### config.mk
export PLATFORM = sky130hd
export DESIGN_NAME = sp_ram_arbiter_flat
export DESIGN_NICKNAME = d
export VERILOG_FILES = /design/src/rtl/sp_ram_arbiter_if.sv /design/src/rtl/sp_ram_arbiter.sv /design/src/flat_wrapper.sv
export SDC_FILE = /design/constraint.sdc
export NUM_CORES = 1
export LEC_CHECK = 0
export CORE_ASPECT_RATIO = 0.8
export CORE_MARGIN = 1.5
export CORE_UTILIZATION = 30
export CTS_CLUSTER_SIZE = 30
export DETAILED_ROUTE_END_ITERATION = 8
export HOLD_SLACK_MARGIN = 0.1
export PLACE_DENSITY = 0.66
export SETUP_SLACK_MARGIN = 0.1
export SYNTH_ARGS = -nofsm -noshare
export SYNTH_HDL_FRONTEND = slang
export SYNTH_SLANG_ARGS = --single-unit
export TNS_END_PERCENT = 10
### constraint.sdc
create_clock -name clk -period 1.4 [get_ports clk]
set_input_delay 0.14 -clock clk [delete_from_list [all_inputs] [get_ports clk]]
set_output_delay 0.14 -clock clk [all_outputs]
set_load 0.01 [all_outputs]
### src/rtl/sp_ram_arbiter_if.sv
// Client-side bundle for sp_ram_arbiter: two req/ack command ports plus the shared busy flag.
// The arbiter takes the slave view and the requesters take the master view.
interface sp_ram_arbiter_if #(
    parameter int Data_Width = 8,
    parameter int Addr_Width = 2
);
    logic                  req_a;
    logic                  req_b;
    logic                  we_a;
    logic                  we_b;
    logic [Addr_Width-1:0] addr_a;
    logic [Addr_Width-1:0] addr_b;
    logic [Data_Width-1:0] wdata_a;
    logic [Data_Width-1:0] wdata_b;
    logic                  ack_a;
    logic                  ack_b;
    logic [Data_Width-1:0] rdata_a;
    logic [Data_Width-1:0] rdata_b;
    logic                  busy;

    modport master (
        output req_a, req_b, we_a, we_b, addr_a, addr_b, wdata_a, wdata_b,
        input  ack_a, ack_b, rdata_a, rdata_b, busy
    );

    modport slave (
        input  req_a, req_b, we_a, we_b, addr_a, addr_b, wdata_a, wdata_b,
        output ack_a, ack_b, rdata_a, rdata_b, busy
    );
endinterface

### src/rtl/sp_ram_arbiter.sv
// Round-robin arbiter that sequences two requesters onto one synchronous single-port RAM.
// Each command takes IDLE -> ACCESS -> WAIT, and the ack is issued in the following IDLE cycle.
module sp_ram_arbiter #(
    parameter int Data_Width = 8,
    parameter int Addr_Width = 2
) (
    input  logic                  clk,
    input  logic                  rst,
    sp_ram_arbiter_if.slave       bus,
    output logic                  ram_wr_rd_ena,
    output logic [Addr_Width-1:0] ram_addr,
    output logic [Data_Width-1:0] ram_data_write,
    input  logic [Data_Width-1:0] ram_data_read
);

    typedef enum logic [1:0] {
        IDLE   = 2'd0,
        ACCESS = 2'd1,
        WAIT   = 2'd2
    } state_t;

    typedef enum logic {
        PORT_A = 1'b0,
        PORT_B = 1'b1
    } port_t;

    state_t                state;
    state_t                state_next;
    port_t                 last;
    port_t                 cmd_port;
    port_t                 win_port;
    logic                  cmd_we;
    logic                  win_we;
    logic [Addr_Width-1:0] win_addr;
    logic [Data_Width-1:0] win_wdata;
    logic                  elig_a;
    logic                  elig_b;
    logic                  ack_a_q;
    logic                  ack_b_q;
    logic                  busy_q;
    logic [Data_Width-1:0] rdata_a_q;
    logic [Data_Width-1:0] rdata_b_q;

    // A port is blocked in its own ack cycle, so a req still high there is not served twice.
    assign elig_a = bus.req_a && !ack_a_q;
    assign elig_b = bus.req_b && !ack_b_q;

    always_comb begin
        // NOTE: every variable gets a default first, so no path can infer a latch.
        state_next = state;
        win_port   = PORT_A;
        if (elig_a && elig_b) begin
            win_port = (last == PORT_B) ? PORT_A : PORT_B;
        end else if (elig_b) begin
            win_port = PORT_B;
        end

        win_we    = (win_port == PORT_B) ? bus.we_b    : bus.we_a;
        win_addr  = (win_port == PORT_B) ? bus.addr_b  : bus.addr_a;
        win_wdata = (win_port == PORT_B) ? bus.wdata_b : bus.wdata_a;

        case (state)
            IDLE:    if (elig_a || elig_b) state_next = ACCESS;
            ACCESS:  state_next = WAIT;
            WAIT:    state_next = IDLE;
            default: state_next = IDLE;
        endcase
    end

    // The RAM address/data registers double as the command registers, so they hold outside ACCESS.
    always_ff @(posedge clk) begin
        // NOTE: sequential state uses non-blocking assignments so every register samples pre-edge values.
        if (rst) begin
            state          <= IDLE;
            last           <= PORT_B;
            cmd_port       <= PORT_A;
            cmd_we         <= 1'b0;
            busy_q         <= 1'b0;
            ack_a_q        <= 1'b0;
            ack_b_q        <= 1'b0;
            rdata_a_q      <= '0;
            rdata_b_q      <= '0;
            ram_wr_rd_ena  <= 1'b0;
            ram_addr       <= '0;
            ram_data_write <= '0;
        end else begin
            state   <= state_next;
            busy_q  <= (state_next != IDLE);
            ack_a_q <= 1'b0;
            ack_b_q <= 1'b0;
            case (state)
                IDLE: begin
                    if (state_next == ACCESS) begin
                        last           <= win_port;
                        cmd_port       <= win_port;
                        cmd_we         <= win_we;
                        ram_addr       <= win_addr;
                        ram_data_write <= win_wdata;
                        ram_wr_rd_ena  <= win_we;
                    end
                end
                ACCESS: ram_wr_rd_ena <= 1'b0;
                WAIT: begin
                    // RAM read data is valid during WAIT, one cycle after the address cycle.
                    if (cmd_port == PORT_A) begin
                        ack_a_q <= 1'b1;
                        if (!cmd_we) rdata_a_q <= ram_data_read;
                    end else begin
                        ack_b_q <= 1'b1;
                        if (!cmd_we) rdata_b_q <= ram_data_read;
                    end
                end
                default: ;
            endcase
        end
    end

    assign bus.ack_a   = ack_a_q;
    assign bus.ack_b   = ack_b_q;
    assign bus.rdata_a = rdata_a_q;
    assign bus.rdata_b = rdata_b_q;
    assign bus.busy    = busy_q;

endmodule

### src/flat_wrapper.sv
// flat-port wrapper written by rule: the top's interface ports become plain ports
module sp_ram_arbiter_flat 
#(
    parameter int Data_Width = 8,
    parameter int Addr_Width = 2
)
  (clk, rst, ram_wr_rd_ena, ram_addr, ram_data_write, ram_data_read, bus_req_a, bus_req_b, bus_we_a, bus_we_b, bus_addr_a, bus_addr_b, bus_wdata_a, bus_wdata_b, bus_ack_a, bus_ack_b, bus_rdata_a, bus_rdata_b, bus_busy);
  sp_ram_arbiter_if #(.Data_Width(Data_Width), .Addr_Width(Addr_Width)) bus_i ();
  input  logic clk;
  input  logic rst;
  output logic ram_wr_rd_ena;
  output logic [Addr_Width-1:0] ram_addr;
  output logic [Data_Width-1:0] ram_data_write;
  input  logic [Data_Width-1:0] ram_data_read;
  input wire logic [$bits(bus_i.req_a)-1:0] bus_req_a;
  input wire logic [$bits(bus_i.req_b)-1:0] bus_req_b;
  input wire logic [$bits(bus_i.we_a)-1:0] bus_we_a;
  input wire logic [$bits(bus_i.we_b)-1:0] bus_we_b;
  input wire logic [$bits(bus_i.addr_a)-1:0] bus_addr_a;
  input wire logic [$bits(bus_i.addr_b)-1:0] bus_addr_b;
  input wire logic [$bits(bus_i.wdata_a)-1:0] bus_wdata_a;
  input wire logic [$bits(bus_i.wdata_b)-1:0] bus_wdata_b;
  output wire logic [$bits(bus_i.ack_a)-1:0] bus_ack_a;
  output wire logic [$bits(bus_i.ack_b)-1:0] bus_ack_b;
  output wire logic [$bits(bus_i.rdata_a)-1:0] bus_rdata_a;
  output wire logic [$bits(bus_i.rdata_b)-1:0] bus_rdata_b;
  output wire logic [$bits(bus_i.busy)-1:0] bus_busy;
  assign bus_i.req_a = bus_req_a;
  assign bus_i.req_b = bus_req_b;
  assign bus_i.we_a = bus_we_a;
  assign bus_i.we_b = bus_we_b;
  assign bus_i.addr_a = bus_addr_a;
  assign bus_i.addr_b = bus_addr_b;
  assign bus_i.wdata_a = bus_wdata_a;
  assign bus_i.wdata_b = bus_wdata_b;
  assign bus_ack_a = bus_i.ack_a;
  assign bus_ack_b = bus_i.ack_b;
  assign bus_rdata_a = bus_i.rdata_a;
  assign bus_rdata_b = bus_i.rdata_b;
  assign bus_busy = bus_i.busy;
  sp_ram_arbiter #(.Data_Width(Data_Width), .Addr_Width(Addr_Width)) u_core (.clk(clk), .rst(rst), .bus(bus_i), .ram_wr_rd_ena(ram_wr_rd_ena), .ram_addr(ram_addr), .ram_data_write(ram_data_write), .ram_data_read(ram_data_read));
endmodule
==> impl_results.html <==
<table>
<tr><th>Metric</th><th>Value</th></tr>
<tr><th colspan="2">Placed design</th></tr>
<tr><td>Placed Cells</td><td>270</td></tr>
<tr><td>Gpl congestion</td><td>0.688</td></tr>
<tr><td>Final HPWL DP</td><td>2590 microns</td></tr>
<tr><td>Port-buffer cells</td><td>63</td></tr>
<tr><th colspan="2">Hold path</th></tr>
<tr><td>Cell depth of the worst min-delay path</td><td>3</td></tr>
<tr><td>Hold Crit Class</td><td>in -&gt; reg</td></tr>
<tr><th colspan="2">Pwr</th></tr>
<tr><td>Peak ir drop on the vdd network</td><td>724 uV</td></tr>
<tr><td>PwrDens</td><td>1080 nW/um^2</td></tr>
<tr><td>Final Power</td><td>2.40 mW</td></tr>
<tr><td>Pleak</td><td>0.825 nW</td></tr>
<tr><th colspan="2">Worst setup path</th></tr>
<tr><td>Class of the most critical setup path</td><td>reg -&gt; out</td></tr>
<tr><td>Bufs and invs on worst path</td><td>1</td></tr>
<tr><td>Ordered cell list for the critical path</td><td>clkdlybuf4s50_1</td></tr>
<tr><td>Required time worst endpoint</td><td>1.26 ns</td></tr>
<tr><td>Critical path's largest stage delay</td><td>0.56 ns</td></tr>
<tr><td>Cell depth of the worst flop-to-flop path</td><td>4</td></tr>
<tr><td>Critical path arrival</td><td>1.18 ns</td></tr>
<tr><td>Stages on the worst setup path</td><td>1</td></tr>
<tr><td>Crit-path max FO</td><td>2</td></tr>
<tr><td>Critical path capture point type</td><td>primary output</td></tr>
<tr><td>Crit start category</td><td>flip-flop</td></tr>
<tr><td>Register-to-register setup slack</td><td>0.11 ns</td></tr>
<tr><td>Critical path's slowest cell</td><td>clkdlybuf4s50_1</td></tr>
<tr><td>Top Family by Delay on Critical Path</td><td>buffers and inverters</td></tr>
<tr><th colspan="2">GRT</th></tr>
<tr><td>Global route total overflow</td><td>0</td></tr>
<tr><td>First-pass GRT wire length</td><td>6000 microns</td></tr>
<tr><td>Maximum number of pins on one net before global-route repair</td><td>36</td></tr>
<tr><td>Initial antenna violation count</td><td>0</td></tr>
<tr><td>Overall routing resource usage</td><td>15.5%</td></tr>
<tr><td>Vias in the first global route</td><td>1298</td></tr>
<tr><th colspan="2">Timing</th></tr>
<tr><td>Clock skew after layout</td><td>0.00324 ns</td></tr>
<tr><td># setup viols final</td><td>0</td></tr>
<tr><td>Max Clock Freq</td><td>757 MHz</td></tr>
<tr><td>Pins Over Slew Limit</td><td>0</td></tr>
<tr><td>Rel. slew slack</td><td>70.7%</td></tr>
<tr><td>Least-Margin Pin Slew</td><td>0.438 ns</td></tr>
<tr><td>RSZ-0062 raised after global routing</td><td>true</td></tr>
<tr><td>Final Critical Period</td><td>1.32 ns</td></tr>
<tr><td>Final-report hold violation count</td><td>0</td></tr>
<tr><td>Final period utilization</td><td>94.3%</td></tr>
<tr><td>Post-Route Setup TNS</td><td>0 ns</td></tr>
<tr><th colspan="2">Routing</th></tr>
<tr><td>DRT Pass-1 Iters</td><td>4</td></tr>
<tr><td>Number of DRC violations after detailed routing</td><td>0</td></tr>
<tr><td>Antenna violation net count after detailed routing</td><td>0</td></tr>
<tr><td>Ratio of routed vias to standard cells</td><td>4.73</td></tr>
<tr><td>Total vias in the final route</td><td>1316</td></tr>
<tr><td>Iter 0 DRT Violations</td><td>58</td></tr>
<tr><td>Mean routed wirelength per cell</td><td>13.0 microns</td></tr>
<tr><td>Sum of routed wire length over all layers</td><td>3620 microns</td></tr>
<tr><th colspan="2">Synthesis</th></tr>
<tr><td>Proportion of synthesized chip area in sequential cells</td><td>50.7%</td></tr>
<tr><td>Count of cell types in the netlist</td><td>27</td></tr>
<tr><td>Post-Synthesis Mean Instance Area</td><td>9.04 sq um</td></tr>
<tr><td>Net Count, Synth</td><td>187</td></tr>
<tr><td>Post-synthesis register bit count</td><td>35</td></tr>
<tr><td>Cells after synthesis</td><td>153</td></tr>
<tr><td>Warnings, synthesis</td><td>0</td></tr>
<tr><td>Post-synthesis instance area</td><td>1380 sq um</td></tr>
<tr><th colspan="2">CTS</th></tr>
<tr><td>Clock latency on the worst-skew pair</td><td>0.28 ns</td></tr>
<tr><td>Clock buffer count from CTS</td><td>5</td></tr>
<tr><td>Clock-pin transition on the worst setup and hold timing paths</td><td>0.07 ns</td></tr>
<tr><td>TritonCTS Sinks</td><td>35</td></tr>
<tr><td>Root buf cell</td><td>clkbuf_8</td></tr>
<tr><td>CTS tree</td><td>yes</td></tr>
<tr><td>CTS Buffer Depth</td><td>2</td></tr>
<tr><td>H-tree level count</td><td>2</td></tr>
<tr><th colspan="2">Flow run</th></tr>
<tr><td>Max capacitance violation total</td><td>0</td></tr>
<tr><th colspan="2">Die</th></tr>
<tr><td>Cell Rows</td><td>21</td></tr>
<tr><td>Starting utilization of the core area</td><td>32.1%</td></tr>
<tr><td>Die Outline Area</td><td>5030 sq um</td></tr>
<tr><td>Std-Cell Core Area</td><td>4310 sq um</td></tr>
<tr><td>DIE HEIGHT</td><td>63.7 microns</td></tr>
<tr><td>Die Wd</td><td>78.9 microns</td></tr>
<tr><td>Number of primary I/O pins</td><td>64</td></tr>
<tr><th colspan="2">Finish</th></tr>
<tr><td>Post-layout nets</td><td>254</td></tr>
<tr><td>Final antenna diode count</td><td>0</td></tr>
<tr><td>Area growth from synthesis to layout</td><td>60.6%</td></tr>
<tr><td>Non-filler cells, final</td><td>278</td></tr>
<tr><td>Ratio of cells with drive above 1 in the final layout</td><td>11.3%</td></tr>
<tr><th colspan="2">Outcome</th></tr>
<tr><td>Result of the run</td><td>finished clean</td></tr>
</table>
registers in the layout (all words and copies together), names as in the netlist, 2 cells and up:
register	flops
u_core.bus.rdata_a	8
u_core.bus.rdata_b	8
u_core.ram_data_write	8
u_core.ram_addr	2
u_core.state	2
per-layer routing:
metal	vias to the layer above	GRT usage (%)	wire, microns
met5	-	0	0
met4	0	5.26	27
met3	4	6.09	212
met2	29	24.9	1700
met1	629	18.8	1680
li1	654	-	-
stage by stage:
stage	util [%]	instance area (sq um)	hold WS (ns)	setup WS, ns
6_report	51.5	2220	0.412	0.0795
3_3_place_gp	48.8	2100	0.442	-0.221
4_1_cts	51.3	2210	0.408	0.0475
3_5_place_dp	48.8	2100	0.448	-0.268
2_1_floorplan	-	1380	0.276	0.174
5_1_grt	51.5	2220	0.418	0.0181
what timing repair did:
action | CTS | global route
pin swaps | 0 | 0
hold buffers | 0 | 0
resized for setup | 1 | 4
setup buffers | 0 | 0
endpoints found under the setup margin | 29 | 58
cells by family (layout without fill, tap and decap cells):
family | count (synthesis) | count (layout) | share of synthesized area (%)
buffers and inverters | 10 | 78 | 4.25
AO/OA/AOI/OAI | 35 | 35 | 16.7
AND/OR/NAND/NOR | 65 | 65 | 22.6
multiplexers | 8 | 8 | 5.79
flip-flops | 35 | 35 | 50.7
Yosys cell counts:
cell type	number	share of area, %
nand3b_1	1	0.54
nor2_2	1	0.45
nor4bb_1	1	0.72
nand2b_1	1	0.45
nor4b_1	1	0.63
dfxtp_1	35	51
o21ai_4	1	1.2
nor4b_2	1	1.1
a211oi_1	9	4.9
nor2_1	21	5.7
and4bb_2	1	0.90
buf_6	1	0.81
buf_4	3	1.6
a211oi_2	1	0.90
o21a_4	1	1.1
clkbuf_1	4	1.1
o21ai_0	1	0.36
a21oi_1	21	7.6
or4b_1	1	0.72
mux2i_1	8	5.8
nor3_1	2	0.72
a221oi_1	1	0.63
buf_2	2	0.72
nor2b_2	1	0.63
nor2b_4	1	1.0
and2_1	2	0.90
nand2_1	30	8.1
path summary, 6_finish.rpt:
check,start,to
worst max-delay path,u_core.ram_data_write[0],ram_data_write[0]
worst min-delay path,bus_wdata_a[3],u_core.ram_data_write[3]
worst max register to register,u_core.state[0],u_core.ram_wr_rd_ena
worst min register to register,u_core.bus.rdata_a[2],u_core.bus.rdata_a[2]
power by group:
group          total (mW)  switching (mW)  leakage, nW  internal (mW)
clock network       0.794           0.346       0.0515          0.449
registers            1.11          0.0426        0.287           1.06
logic               0.497           0.217        0.486          0.281
cells in the final DEF (no fill, tap or decap), drive strengths merged, types with 7 or more instances in the layout:
cell type	netlist	final
a21oi	21	21
clkbuf	4	8
dfxtp	35	35
mux2i	8	8
a211oi	10	10
buf	6	7
clkdlybuf4s50	0	62
nor2	22	22
nand2	30	30
layout make-up:
type	instances	area [sq um]
clock buffers	8	100
fillers	439	2090
multi-input cells	108	637
flip-flops and latches	35	702
well taps	57	71.3
repair buffers	70	711
Power figures use the tool's default switching activity.
